--- src/rtl/muldiv_unit_if.sv ---
`default_nettype none
// ============================================================================
// Module      : muldiv_unit_if
// Description : Request/response bundle for the iterative multiply/divide
//               unit. The master drives the request (start, op, a, b) and
//               the abort (kill); the slave returns busy, the one-cycle done
//               pulse and the registered result.
// Ports       : start  - request, sampled only while the unit is idle
//               op     - RISC-V M funct3 opcode
//               a, b   - operands rs1 / rs2
//               kill   - abort of the operation in flight
//               busy   - unit is computing or presenting a result
//               done   - single-cycle pulse, result valid in that cycle
//               result - registered result, held until the next done
// Revision    : 1.0 - initial release
// ============================================================================
interface muldiv_unit_if #(
    parameter int XLEN = 32
);
    logic            start;
    logic [2:0]      op;
    logic [XLEN-1:0] a;
    logic [XLEN-1:0] b;
    logic            kill;
    logic            busy;
    logic            done;
    logic [XLEN-1:0] result;

    modport master (
        output start, op, a, b, kill,
        input  busy, done, result
    );

    modport slave (
        input  start, op, a, b, kill,
        output busy, done, result
    );
endinterface
`default_nettype wire

--- src/rtl/muldiv_unit.sv ---
`default_nettype none
// ============================================================================
// Module      : muldiv_unit
// Description : Iterative RISC-V M-extension multiply/divide unit. Works on
//               operand magnitudes: one shift-add step per cycle for
//               multiply, one restoring-subtract step per cycle for divide,
//               XLEN steps per operation, with sign fix-up applied when the
//               result register is loaded. Divide-by-zero and signed
//               overflow complete without iterating.
// Ports       : clk   - clock, rising edge
//               reset - asynchronous, active-high reset
//               bus   - muldiv_unit_if slave modport (start/op/a/b/kill in,
//                       busy/done/result out)
// Parameters  : XLEN  - operand/result width (8, 16, 32 or 64)
// Revision    : 1.0 - initial release
// ============================================================================
module muldiv_unit #(
    parameter int XLEN = 32
) (
    input  wire logic    clk,
    input  wire logic    reset,
    muldiv_unit_if.slave bus
);

    localparam int c_CW = $clog2(XLEN);

    localparam logic [2:0] c_OP_MUL    = 3'b000;
    localparam logic [2:0] c_OP_MULH   = 3'b001;
    localparam logic [2:0] c_OP_MULHSU = 3'b010;
    localparam logic [2:0] c_OP_MULHU  = 3'b011;
    localparam logic [2:0] c_OP_DIV    = 3'b100;
    localparam logic [2:0] c_OP_DIVU   = 3'b101;
    localparam logic [2:0] c_OP_REM    = 3'b110;
    localparam logic [2:0] c_OP_REMU   = 3'b111;

    localparam logic [c_CW-1:0] c_CNT_LAST = c_CW'(XLEN - 1);
    localparam logic [XLEN-1:0] c_MOST_NEG = {1'b1, {(XLEN-1){1'b0}}};

    typedef enum logic [1:0] {
        S_IDLE = 2'd0,
        S_CALC = 2'd1,
        S_DONE = 2'd2
    } state_t;

    state_t r_state;
    state_t w_state_nxt;

    logic [2:0]      r_op;
    logic            r_sa;
    logic            r_sb;
    logic [XLEN-1:0] r_mag_a;
    logic [XLEN-1:0] r_mag_b;
    logic [XLEN-1:0] r_hi;
    logic [XLEN-1:0] r_lo;
    logic [c_CW-1:0] r_cnt;
    logic [XLEN-1:0] r_result;

    logic w_load;
    logic w_spec_load;
    logic w_iter;
    logic w_finish;

    // ------------------------------------------------------------------
    // Request decode on the live inputs (only consumed in IDLE)
    // ------------------------------------------------------------------
    logic            w_a_signed;
    logic            w_b_signed;
    logic            w_sa;
    logic            w_sb;
    logic [XLEN-1:0] w_mag_a;
    logic [XLEN-1:0] w_mag_b;
    logic            w_b_zero;
    logic            w_ovf;
    logic            w_special;
    logic [XLEN-1:0] w_special_res;

    assign w_a_signed = (bus.op != c_OP_MULHU) && (bus.op != c_OP_DIVU) &&
                        (bus.op != c_OP_REMU);
    assign w_b_signed = (bus.op == c_OP_MUL) || (bus.op == c_OP_MULH) ||
                        (bus.op == c_OP_DIV) || (bus.op == c_OP_REM);
    assign w_sa       = w_a_signed & bus.a[XLEN-1];
    assign w_sb       = w_b_signed & bus.b[XLEN-1];
    // The magnitude of the most-negative value is itself, read unsigned.
    assign w_mag_a    = w_sa ? (-bus.a) : bus.a;
    assign w_mag_b    = w_sb ? (-bus.b) : bus.b;
    assign w_b_zero   = (bus.b == '0);
    assign w_ovf      = ((bus.op == c_OP_DIV) || (bus.op == c_OP_REM)) &&
                        (bus.a == c_MOST_NEG) && (bus.b == '1);
    assign w_special  = bus.op[2] && (w_b_zero || w_ovf);

    // Divide by zero: quotient all ones, remainder = a.
    // Overflow: quotient = most-negative (which is a), remainder = 0.
    always_comb begin
        w_special_res = '0;
        if (bus.op[1]) begin
            w_special_res = w_b_zero ? bus.a : '0;
        end else begin
            w_special_res = w_b_zero ? '1 : bus.a;
        end
    end

    // ------------------------------------------------------------------
    // One iteration step
    // ------------------------------------------------------------------
    // Multiply: {hi,lo} holds partial product over the shifting multiplier.
    logic [XLEN:0]   w_mul_sum;
    // Divide: hi is the partial remainder, lo shifts dividend out and
    // quotient bits in.
    logic [XLEN:0]   w_div_shift;
    logic [XLEN:0]   w_div_diff;
    logic            w_div_ge;
    logic [XLEN-1:0] w_hi_nxt;
    logic [XLEN-1:0] w_lo_nxt;

    assign w_mul_sum   = {1'b0, r_hi} + (r_lo[0] ? {1'b0, r_mag_a} : {(XLEN+1){1'b0}});
    assign w_div_shift = {r_hi, r_lo[XLEN-1]};
    assign w_div_diff  = w_div_shift - {1'b0, r_mag_b};
    // Partial remainder is always below the divisor, so the shifted value
    // is below 2*divisor and the difference MSB is a clean borrow flag.
    assign w_div_ge    = ~w_div_diff[XLEN];

    always_comb begin
        w_hi_nxt = r_hi;
        w_lo_nxt = r_lo;
        if (r_op[2]) begin
            w_hi_nxt = w_div_ge ? w_div_diff[XLEN-1:0] : w_div_shift[XLEN-1:0];
            w_lo_nxt = {r_lo[XLEN-2:0], w_div_ge};
        end else begin
            w_hi_nxt = w_mul_sum[XLEN:1];
            w_lo_nxt = {w_mul_sum[0], r_lo[XLEN-1:1]};
        end
    end

    // ------------------------------------------------------------------
    // Sign fix-up and result selection, taken from the final step's values
    // ------------------------------------------------------------------
    logic [2*XLEN-1:0] w_prod;
    logic [2*XLEN-1:0] w_prod_s;
    logic [XLEN-1:0]   w_quo;
    logic [XLEN-1:0]   w_rem;
    logic [XLEN-1:0]   w_final;

    assign w_prod   = {w_hi_nxt, w_lo_nxt};
    assign w_prod_s = (r_sa ^ r_sb) ? (-w_prod) : w_prod;
    assign w_quo    = (r_sa ^ r_sb) ? (-w_lo_nxt) : w_lo_nxt;
    assign w_rem    = r_sa ? (-w_hi_nxt) : w_hi_nxt;

    always_comb begin
        w_final = '0;
        if (r_op[2]) begin
            w_final = r_op[1] ? w_rem : w_quo;
        end else if (r_op == c_OP_MUL) begin
            w_final = w_prod_s[XLEN-1:0];
        end else begin
            w_final = w_prod_s[2*XLEN-1:XLEN];
        end
    end

    // ------------------------------------------------------------------
    // FSM
    // ------------------------------------------------------------------
    always_ff @(posedge clk or posedge reset) begin
        if (reset) begin
            r_state <= S_IDLE;
        end else begin
            r_state <= w_state_nxt;
        end
    end

    always_comb begin
        w_state_nxt = r_state;
        w_load      = 1'b0;
        w_spec_load = 1'b0;
        w_iter      = 1'b0;
        w_finish    = 1'b0;
        case (r_state)
            S_IDLE: begin
                // A simultaneous kill cancels the request.
                if (bus.start && !bus.kill) begin
                    if (w_special) begin
                        w_spec_load = 1'b1;
                        w_state_nxt = S_DONE;
                    end else begin
                        w_load      = 1'b1;
                        w_state_nxt = S_CALC;
                    end
                end
            end
            S_CALC: begin
                // Kill outranks the final step so no result is written.
                if (bus.kill) begin
                    w_state_nxt = S_IDLE;
                end else begin
                    w_iter = 1'b1;
                    if (r_cnt == c_CNT_LAST) begin
                        w_finish    = 1'b1;
                        w_state_nxt = S_DONE;
                    end
                end
            end
            S_DONE: begin
                w_state_nxt = S_IDLE;
            end
            default: begin
                w_state_nxt = S_IDLE;
            end
        endcase
    end

    // ------------------------------------------------------------------
    // Datapath registers
    // ------------------------------------------------------------------
    always_ff @(posedge clk or posedge reset) begin
        if (reset) begin
            r_op     <= '0;
            r_sa     <= 1'b0;
            r_sb     <= 1'b0;
            r_mag_a  <= '0;
            r_mag_b  <= '0;
            r_hi     <= '0;
            r_lo     <= '0;
            r_cnt    <= '0;
            r_result <= '0;
        end else begin
            if (w_load) begin
                r_op    <= bus.op;
                r_sa    <= w_sa;
                r_sb    <= w_sb;
                r_mag_a <= w_mag_a;
                r_mag_b <= w_mag_b;
                r_hi    <= '0;
                // Divide shifts the dividend through lo; multiply shifts
                // the multiplier through lo.
                r_lo    <= bus.op[2] ? w_mag_a : w_mag_b;
                r_cnt   <= '0;
            end
            if (w_iter) begin
                r_hi  <= w_hi_nxt;
                r_lo  <= w_lo_nxt;
                r_cnt <= r_cnt + c_CW'(1);
            end
            if (w_finish) begin
                r_result <= w_final;
            end
            if (w_spec_load) begin
                r_result <= w_special_res;
            end
        end
    end

    assign bus.busy   = (r_state != S_IDLE);
    assign bus.done   = (r_state == S_DONE);
    assign bus.result = r_result;

endmodule
`default_nettype wire

--- src/flat_wrapper.sv ---
// flat-port wrapper written by rule: the top's interface ports become plain ports
module muldiv_unit_flat 
#(
    parameter int XLEN = 32
)
  (clk, reset, bus_start, bus_op, bus_a, bus_b, bus_kill, bus_busy, bus_done, bus_result);
  muldiv_unit_if #(.XLEN(XLEN)) bus_i ();
  input  wire logic clk;
  input  wire logic reset;
  input wire logic [$bits(bus_i.start)-1:0] bus_start;
  input wire logic [$bits(bus_i.op)-1:0] bus_op;
  input wire logic [$bits(bus_i.a)-1:0] bus_a;
  input wire logic [$bits(bus_i.b)-1:0] bus_b;
  input wire logic [$bits(bus_i.kill)-1:0] bus_kill;
  output wire logic [$bits(bus_i.busy)-1:0] bus_busy;
  output wire logic [$bits(bus_i.done)-1:0] bus_done;
  output wire logic [$bits(bus_i.result)-1:0] bus_result;
  assign bus_i.start = bus_start;
  assign bus_i.op = bus_op;
  assign bus_i.a = bus_a;
  assign bus_i.b = bus_b;
  assign bus_i.kill = bus_kill;
  assign bus_busy = bus_i.busy;
  assign bus_done = bus_i.done;
  assign bus_result = bus_i.result;
  muldiv_unit #(.XLEN(XLEN)) u_core (.clk(clk), .reset(reset), .bus(bus_i));
endmodule
--- config.mk ---
export PLATFORM = sky130hd
export DESIGN_NAME = muldiv_unit_flat
export DESIGN_NICKNAME = d
export VERILOG_FILES = /design/src/rtl/muldiv_unit_if.sv /design/src/rtl/muldiv_unit.sv /design/src/flat_wrapper.sv
export SDC_FILE = /design/constraint.sdc
export NUM_CORES = 1
export LEC_CHECK = 0
export ABC_AREA = 1
export CAP_MARGIN = 10
export CORE_ASPECT_RATIO = 2
export CORE_MARGIN = 5
export CORE_UTILIZATION = 35
export DETAILED_ROUTE_END_ITERATION = 16
export SYNTH_ARGS = -nofsm -noshare
export SYNTH_HDL_FRONTEND = slang
export SYNTH_SLANG_ARGS = --single-unit
--- constraint.sdc ---
create_clock -name clk -period 16.6 [get_ports clk]
set_input_delay 2.49 -clock clk [delete_from_list [all_inputs] [get_ports clk]]
set_output_delay 2.49 -clock clk [all_outputs]
set_load 0.01 [all_outputs]
Yosys cells after proc, flatten, opt, wreduce, memory -nomap -nowiden
Index checks and enable logic that the tools add are counted.
Cells by class
  $add $sub $neg: 8
  equal/unequal tests: 13
  bitwise gates (word level): 4
  reduce and logical (&&, ||, !) cells: 20
  muxes and demuxes: 40
Operators by type and width (count)
  32-bit two-way mux: 21
  32-bit negator: 4
  32-bit equality test (second input constant): 2
  64-bit two-way mux: 1
  64-bit negator: 1
  32-bit by 33-bit adder with 33-bit output: 1
  33-bit by 32-bit subtractor with 33-bit output: 1
  32-bit zero test: 1
  1-bit two-way mux: 11
  5-bit two-way mux: 2
  2-bit two-way mux: 4
  3-bit equality test (second input constant): 2
  1-bit logical AND: 6
  3-bit zero test: 2
  3-bit by 2-bit != test with 1-bit output (second input constant): 2
  3-bit != test (second input constant): 2
  2-bit nonzero test: 3
  5-bit by 1-bit adder with 5-bit output (second input constant): 1
  5-bit equality test (second input constant): 1
  1-bit logical OR: 5
  2-bit one-hot mux with 2 select lines: 1
  3-bit by 1-bit equality test with 1-bit output (second input constant): 1
  1-bit AND: 2
  2-bit by 1-bit equality test with 1-bit output (second input constant): 1
  7 further kinds: 7
Word-level totals
  flip-flop bits (word level): 172
  bits of input ports: 71

Longest topological paths before layout
  depth after elaboration: 11
  mapped depth: 36

Least setup slack after synthesis
No wires, ideal clock.
  kind: input-to-reg
  start: input bus_b[0]
  end: register u_core.r_result[10] (netlist: u_core.bus.result[10])
  arrival time: 4.783 ns
  setup time: 0.117 ns
  path slack: 11.700 ns
  stages: 20
  path buffers: 1
  cell sequence: inv_1 -> ha_1 -> nand3_1 -> nor3_2 -> nand3_1 -> nor3_2 -> nand3_1 -> nor2_1 -> nand2_1 -> nor4_2 -> nand2_1 -> nor2_1 -> nand2_1 -> o31ai_1 -> nand4_1 -> clkinv_1 -> buf_4 -> a21oi_1 -> nand2_1 -> nand2_1
Between the ends
  longest elaborated chain between the ends: 8
  elaborated cells on any way between the ends: 13
  classes of those cells: eq/ne: 1; mux: 7; reduce/logical: 5
Ends and longest elaborated chain
  from (decl): line flat_wrapper.sv:13  | input wire logic [$bits(bus_i.b)-1:0] bus_b;
  32-bit equality test: line muldiv_unit.sv:88  | (bus.a == c_MOST_NEG) && (bus.b == '1);
  1-bit logical AND: line muldiv_unit.sv:88
  1-bit logical OR: line muldiv_unit.sv:89  | assign w_special = bus.op[2] && (w_b_zero || w_ovf);
  1-bit logical AND: line muldiv_unit.sv:89
  1-bit two-way mux: line muldiv_unit.sv:180  | if (w_special) begin
  1-bit two-way mux: line muldiv_unit.sv:179  | if (bus.start && !bus.kill) begin
  1-bit two-way mux: line muldiv_unit.sv:176  | case (r_state)
  32-bit two-way mux / 2-bit nonzero test (equally long branches)
  to (signal assigned): line muldiv_unit.sv:243  | r_result <= w_final;
  to (signal assigned): line muldiv_unit.sv:246  | r_result <= w_special_res;
  to (decl): line muldiv_unit.sv:56  | logic [XLEN-1:0] r_result;
Several ways; a longest one is shown, not always the timed one.
A chain may end at the register's enable or synchronous reset.

Final worst setup path
  start: input bus_a[0]
  end: register u_core.r_lo[0]
Between the ends
  longest elaborated chain between the ends: 9
  elaborated cells on any way between the ends: 14
  classes of those cells: add/sub: 1; eq/ne: 1; mux: 7; reduce/logical: 5
Ends and longest elaborated chain
  from (decl): line flat_wrapper.sv:12  | input wire logic [$bits(bus_i.a)-1:0] bus_a;
  parallel branches: the longest is 9 deep, another holds 32-bit negator
  to (signal assigned): line muldiv_unit.sv:234  | r_lo <= bus.op[2] ? w_mag_a : w_mag_b;
  to (signal assigned): line muldiv_unit.sv:239  | r_lo <= w_lo_nxt;
  to (decl): line muldiv_unit.sv:54  | logic [XLEN-1:0] r_lo;
Several ways; the timed one is not identified. The select of a mux whose other input is x is not followed.

==> flow_summary_export.csv <==
group,metric,value,unit
die,die-height,341.4,um
layout,fill_cells,6153,
layout,post-route-util,39.59,%
run,maxCapViolCount,0,
power_and_ir_drop,intPower,1.607,mW
placed_design,finalWeightedCongestion,1.079,
power_and_ir_drop,peakVddDrop,0.09939,mV
power_and_ir_drop,power.switching_fraction,61.06,%
layout,final_layout_size_suffix_gt1_share,4.961,%
placed_design,hpwlAfterDp,80340,um
routing,drc,0,
sta,grt_setup_unrepaired,"no",
sta,clock-skew-final,0.02721,ns
grt,pin_count_of_the_biggest_net_entering_global_routing,89,
die,die-width,175.7,um
synthesis,yosys.area.top_type_share,22.39,%
power_and_ir_drop,cellPowerDensity,191.3,nW/um2
power_and_ir_drop,p_leak,11.26,nW
routing,viasPerCell,5.523,
routing,route.antenna.remaining_nets,0,
synthesis,synth_cell_type_count,60,
routing,dr_total_vias,22100,
grt,grt_overflow,0,
sta,finalCritPeriodShare,41.92,%
synthesis,syn_area,19220,um2
synthesis,synth_async_sr_flop_share,100.0,%
sta,slew_violations,0,
critical_path,timing.setup.critical_path_class,"input port to flop",
routing,route.final.wire_length,99720,um
synthesis,ys_seq_area_share,22.39,%
synthesis,synth_commonest_cells,"sky130_fd_sc_hd__nand2_1, sky130_fd_sc_hd__inv_1, sky130_fd_sc_hd__nand3_1",
synthesis,mappedNetlistNets,3415,
sta,finalWorstSetupSlack,9.641,ns
placed_design,portBuffers,104,
power_and_ir_drop,clock_power_share,11.9,%
critical_path,cp.required,17.01,ns
layout,syn2layout_area_growth,12.27,%
min_path,worst_hold_path_type,"flop to flop",
sta,clock.fmax,143.7,MHz
sta,tns,0,ns
sta,timing.max_slew.rel_slack,17.17,%
cts,clock_latency_reported_for_the_late_side_of_the_worst_skew_pair,0.52,ns
layout,antenna-diode-count,0,
layout,fin_cells,4002,
die,core.rowCount,121,
critical_path,timing.critical_path.buf_inv,5,
die,coreArea,54500,um2
cts,clockRootBuffer,"sky130_fd_sc_hd__clkbuf_16",
cts,cts_buffers,25,
critical_path,cp.arrival,7.37,ns
die,pin_count,105,
synthesis,synth_cells,3271,
critical_path,cp_cell_sequence,"clkdlybuf4s50_1 > inv_1 > ha_1 > nand3_1 > nor3_1 > nand2_1 > nor4_1 > o2111ai_1 > o41ai_1 > nand2_1 > nand3_4 > buf_4 > nand2_1 > buf_4 > inv_1 > nand2_1 > o221ai_1",
cts,tritoncts_clock_tree,"done",
synthesis,synthFlopType,"sky130_fd_sc_hd__dfrtp_1",
grt,grt.total_usage,32.56,%
run_status,run_status,"finished, final reports clean",
die,floorplan.die_area,59980,um2
cts,ctsHtreeMaxLevel,4,
synthesis,synth.most_common_cell,"sky130_fd_sc_hd__nand2_1",
synthesis,ys_warn_count,0,
grt,antenna_found_initial,2,
die,initial_core_util,35.26,%
power_and_ir_drop,netSwitchingPower,2.520,mW
critical_path,top_cell_by_count_worst_path,"sky130_fd_sc_hd__nand2_1",
critical_path,cp_slowest_stage_delay,0.89,ns
placed_design,dp_cells,3968,
cts,clkTransAtPathRegs,0.06,ns
sta,max_slew.worst_pin.slew,1.230,ns
critical_path,critical_path.max_fanout,88,
synthesis,synth_enable_flop_cells,0,
cts,cts_hold_repair.buffers,0,
synthesis,netlist_top_cells_area,"sky130_fd_sc_hd__dfrtp_1, sky130_fd_sc_hd__nand2_1, sky130_fd_sc_hd__inv_1",
sta,setup_viol_count_final,0,
cts,postCtsSetupBuffers,0,
cts,ctsResizeCount,0,
cts,numClockSinks,172,
sta,hold_vio_cnt_final,0,
power_and_ir_drop,seq_power_share,16.5,%
critical_path,worst_path_max_delay_cell,"sky130_fd_sc_hd__inv_1",
layout,final_net_count,3464,
routing,first_iter_violations,2026,
cts,cts_max_path_buffers,3,
routing,detail_route.first_pass.iterations,5,
critical_path,cpLargestDelayFamily,"buffers and inverters",
sta,fin_crit,6.959,ns
critical_path,startpoint_type,"input port",
power_and_ir_drop,p_comb_share,71.7,%
routing,avgRoutedWirePerCell,24.92,um
layout,area.sequential,4308,um2
synthesis,synth_area_leader,"sky130_fd_sc_hd__dfrtp_1",
grt,first_pass_grt_wire_length,142700,um
grt,vias_in_the_first_global_route,21870,
placed_design,pre_cts_slack,9.192,ns
synthesis,synth-seq-cells,172,
layout,multiInputGateArea,12530,um2
critical_path,worst_setup_path_end_kind,"flop",
synthesis,synth_area_per_cell,5.876,um2
==> layer usage <==
metal | vias to the layer above | share of wire (%) | global-route usage [%]
met4 | 0 | 14 | 35.77
met3 | 426 | 4.6 | 3.836
li1 | 10570 | - | -
met2 | 932 | 49 | 56.61
met1 | 10170 | 33 | 31.25
met5 | - | 0 | 0
==> power groups by stage <==
| stage | clock, mW | sequential [mW] | combinational (mW) |
|---|---|---|---|
| floorplan | 0 | 0.575 | 1.90 |
| global placement | 0 | 0.679 | 2.84 |
| detailed placement | 0 | 0.680 | 2.84 |
| CTS | 0.496 | 0.673 | 2.85 |
| global route | 0.509 | 0.683 | 3.19 |
| finish | 0.489 | 0.680 | 2.96 |
==> registers in the layout, summed over array words and instances, names as in the netlist <==
name               flops
u_core.bus.result     32
u_core.r_hi           32
u_core.r_lo           32
u_core.r_mag_a        32
u_core.r_mag_b        32
u_core.r_cnt           5
u_core.r_op            3
u_core.r_state         2
u_core.r_sa            1
u_core.r_sb            1
==> cells in the final DEF (no fill, tap or decap), types with 15 or more instances in the layout <==
cell type / Yosys / layout
sky130_fd_sc_hd__nand3_1: 272 / 271
sky130_fd_sc_hd__nand3b_1: 15 / 15
sky130_fd_sc_hd__xor2_1: 90 / 90
sky130_fd_sc_hd__ha_1: 71 / 71
sky130_fd_sc_hd__nand2_1: 1052 / 1052
sky130_fd_sc_hd__nand4_1: 43 / 43
sky130_fd_sc_hd__o22ai_1: 19 / 19
sky130_fd_sc_hd__xnor2_1: 23 / 23
sky130_fd_sc_hd__clkdlybuf4s50_1: 0 / 104
sky130_fd_sc_hd__nor4_1: 16 / 16
sky130_fd_sc_hd__nor2_1: 260 / 260
sky130_fd_sc_hd__nand2_2: 28 / 28
sky130_fd_sc_hd__nor2_2: 20 / 20
sky130_fd_sc_hd__dfrtp_1: 172 / 171
sky130_fd_sc_hd__o21ai_0: 230 / 229
sky130_fd_sc_hd__o221ai_1: 34 / 34
sky130_fd_sc_hd__inv_1: 492 / 489
sky130_fd_sc_hd__buf_4: 1 / 31
sky130_fd_sc_hd__clkbuf_16: 0 / 25
sky130_fd_sc_hd__nor3_1: 25 / 24
sky130_fd_sc_hd__o211ai_1: 36 / 36
sky130_fd_sc_hd__a21oi_1: 142 / 142
==> worst register-to-register path, delay by kind of cell, from the launching register on <==
family	cells	cell delay, ns
simple gates	24	4.17
flops	1	0.67
compound gates	2	0.55
buf+inv	2	0.38
fa+ha+maj	2	0.64
==> metrics by stage <==
step	power [mW]	instance area (um2)	hold slack [ns]
2_1_floorplan	2.480	19220	0.4487
3_3_place_gp	3.519	20850	0.4630
3_5_place_dp	3.519	20850	0.4638
4_1_cts	4.023	21570	0.4812
5_1_grt	4.384	21580	0.5032
6_report	4.128	21580	0.4805
==> cells by family (layout without fill, tap and decap cells) <==
group           Yosys count  in the layout  synth area share, %
xor+xnor                113            113                5.149
compound gates          523            523                15.66
buf+inv                 616            671                12.48
flops                   172            172                22.39
fa+ha+maj                73             73                4.830
simple gates           1774           1774                39.48
==> cell type report <==
class	count	share of cell area, %
multi-input cells	2483	58.09
inverters	502	8.761
clock inverters	8	0.4291
repair buffers	136	5.938
clock buffers	25	2.899
well taps	676	3.920
flip-flops and latches	172	19.96
==> path summary, 6_finish.rpt <==
path	endpoint	start	cells after the start	slack, ns
min	u_core.bus.result[18]	u_core.bus.result[18]	2	0.48
max in group asynchronous	u_core.r_op[2]	reset	4	12.16
max reg2reg	u_core.bus.result[26]	u_core.r_hi[18]	30	10.12
max	u_core.r_lo[0]	bus_a[0]	17	9.64
min reg2reg	u_core.bus.result[18]	u_core.bus.result[18]	2	0.48
min in group asynchronous	u_core.r_mag_b[16]	reset	2	2.42
(Power assumes the default switching activity.)
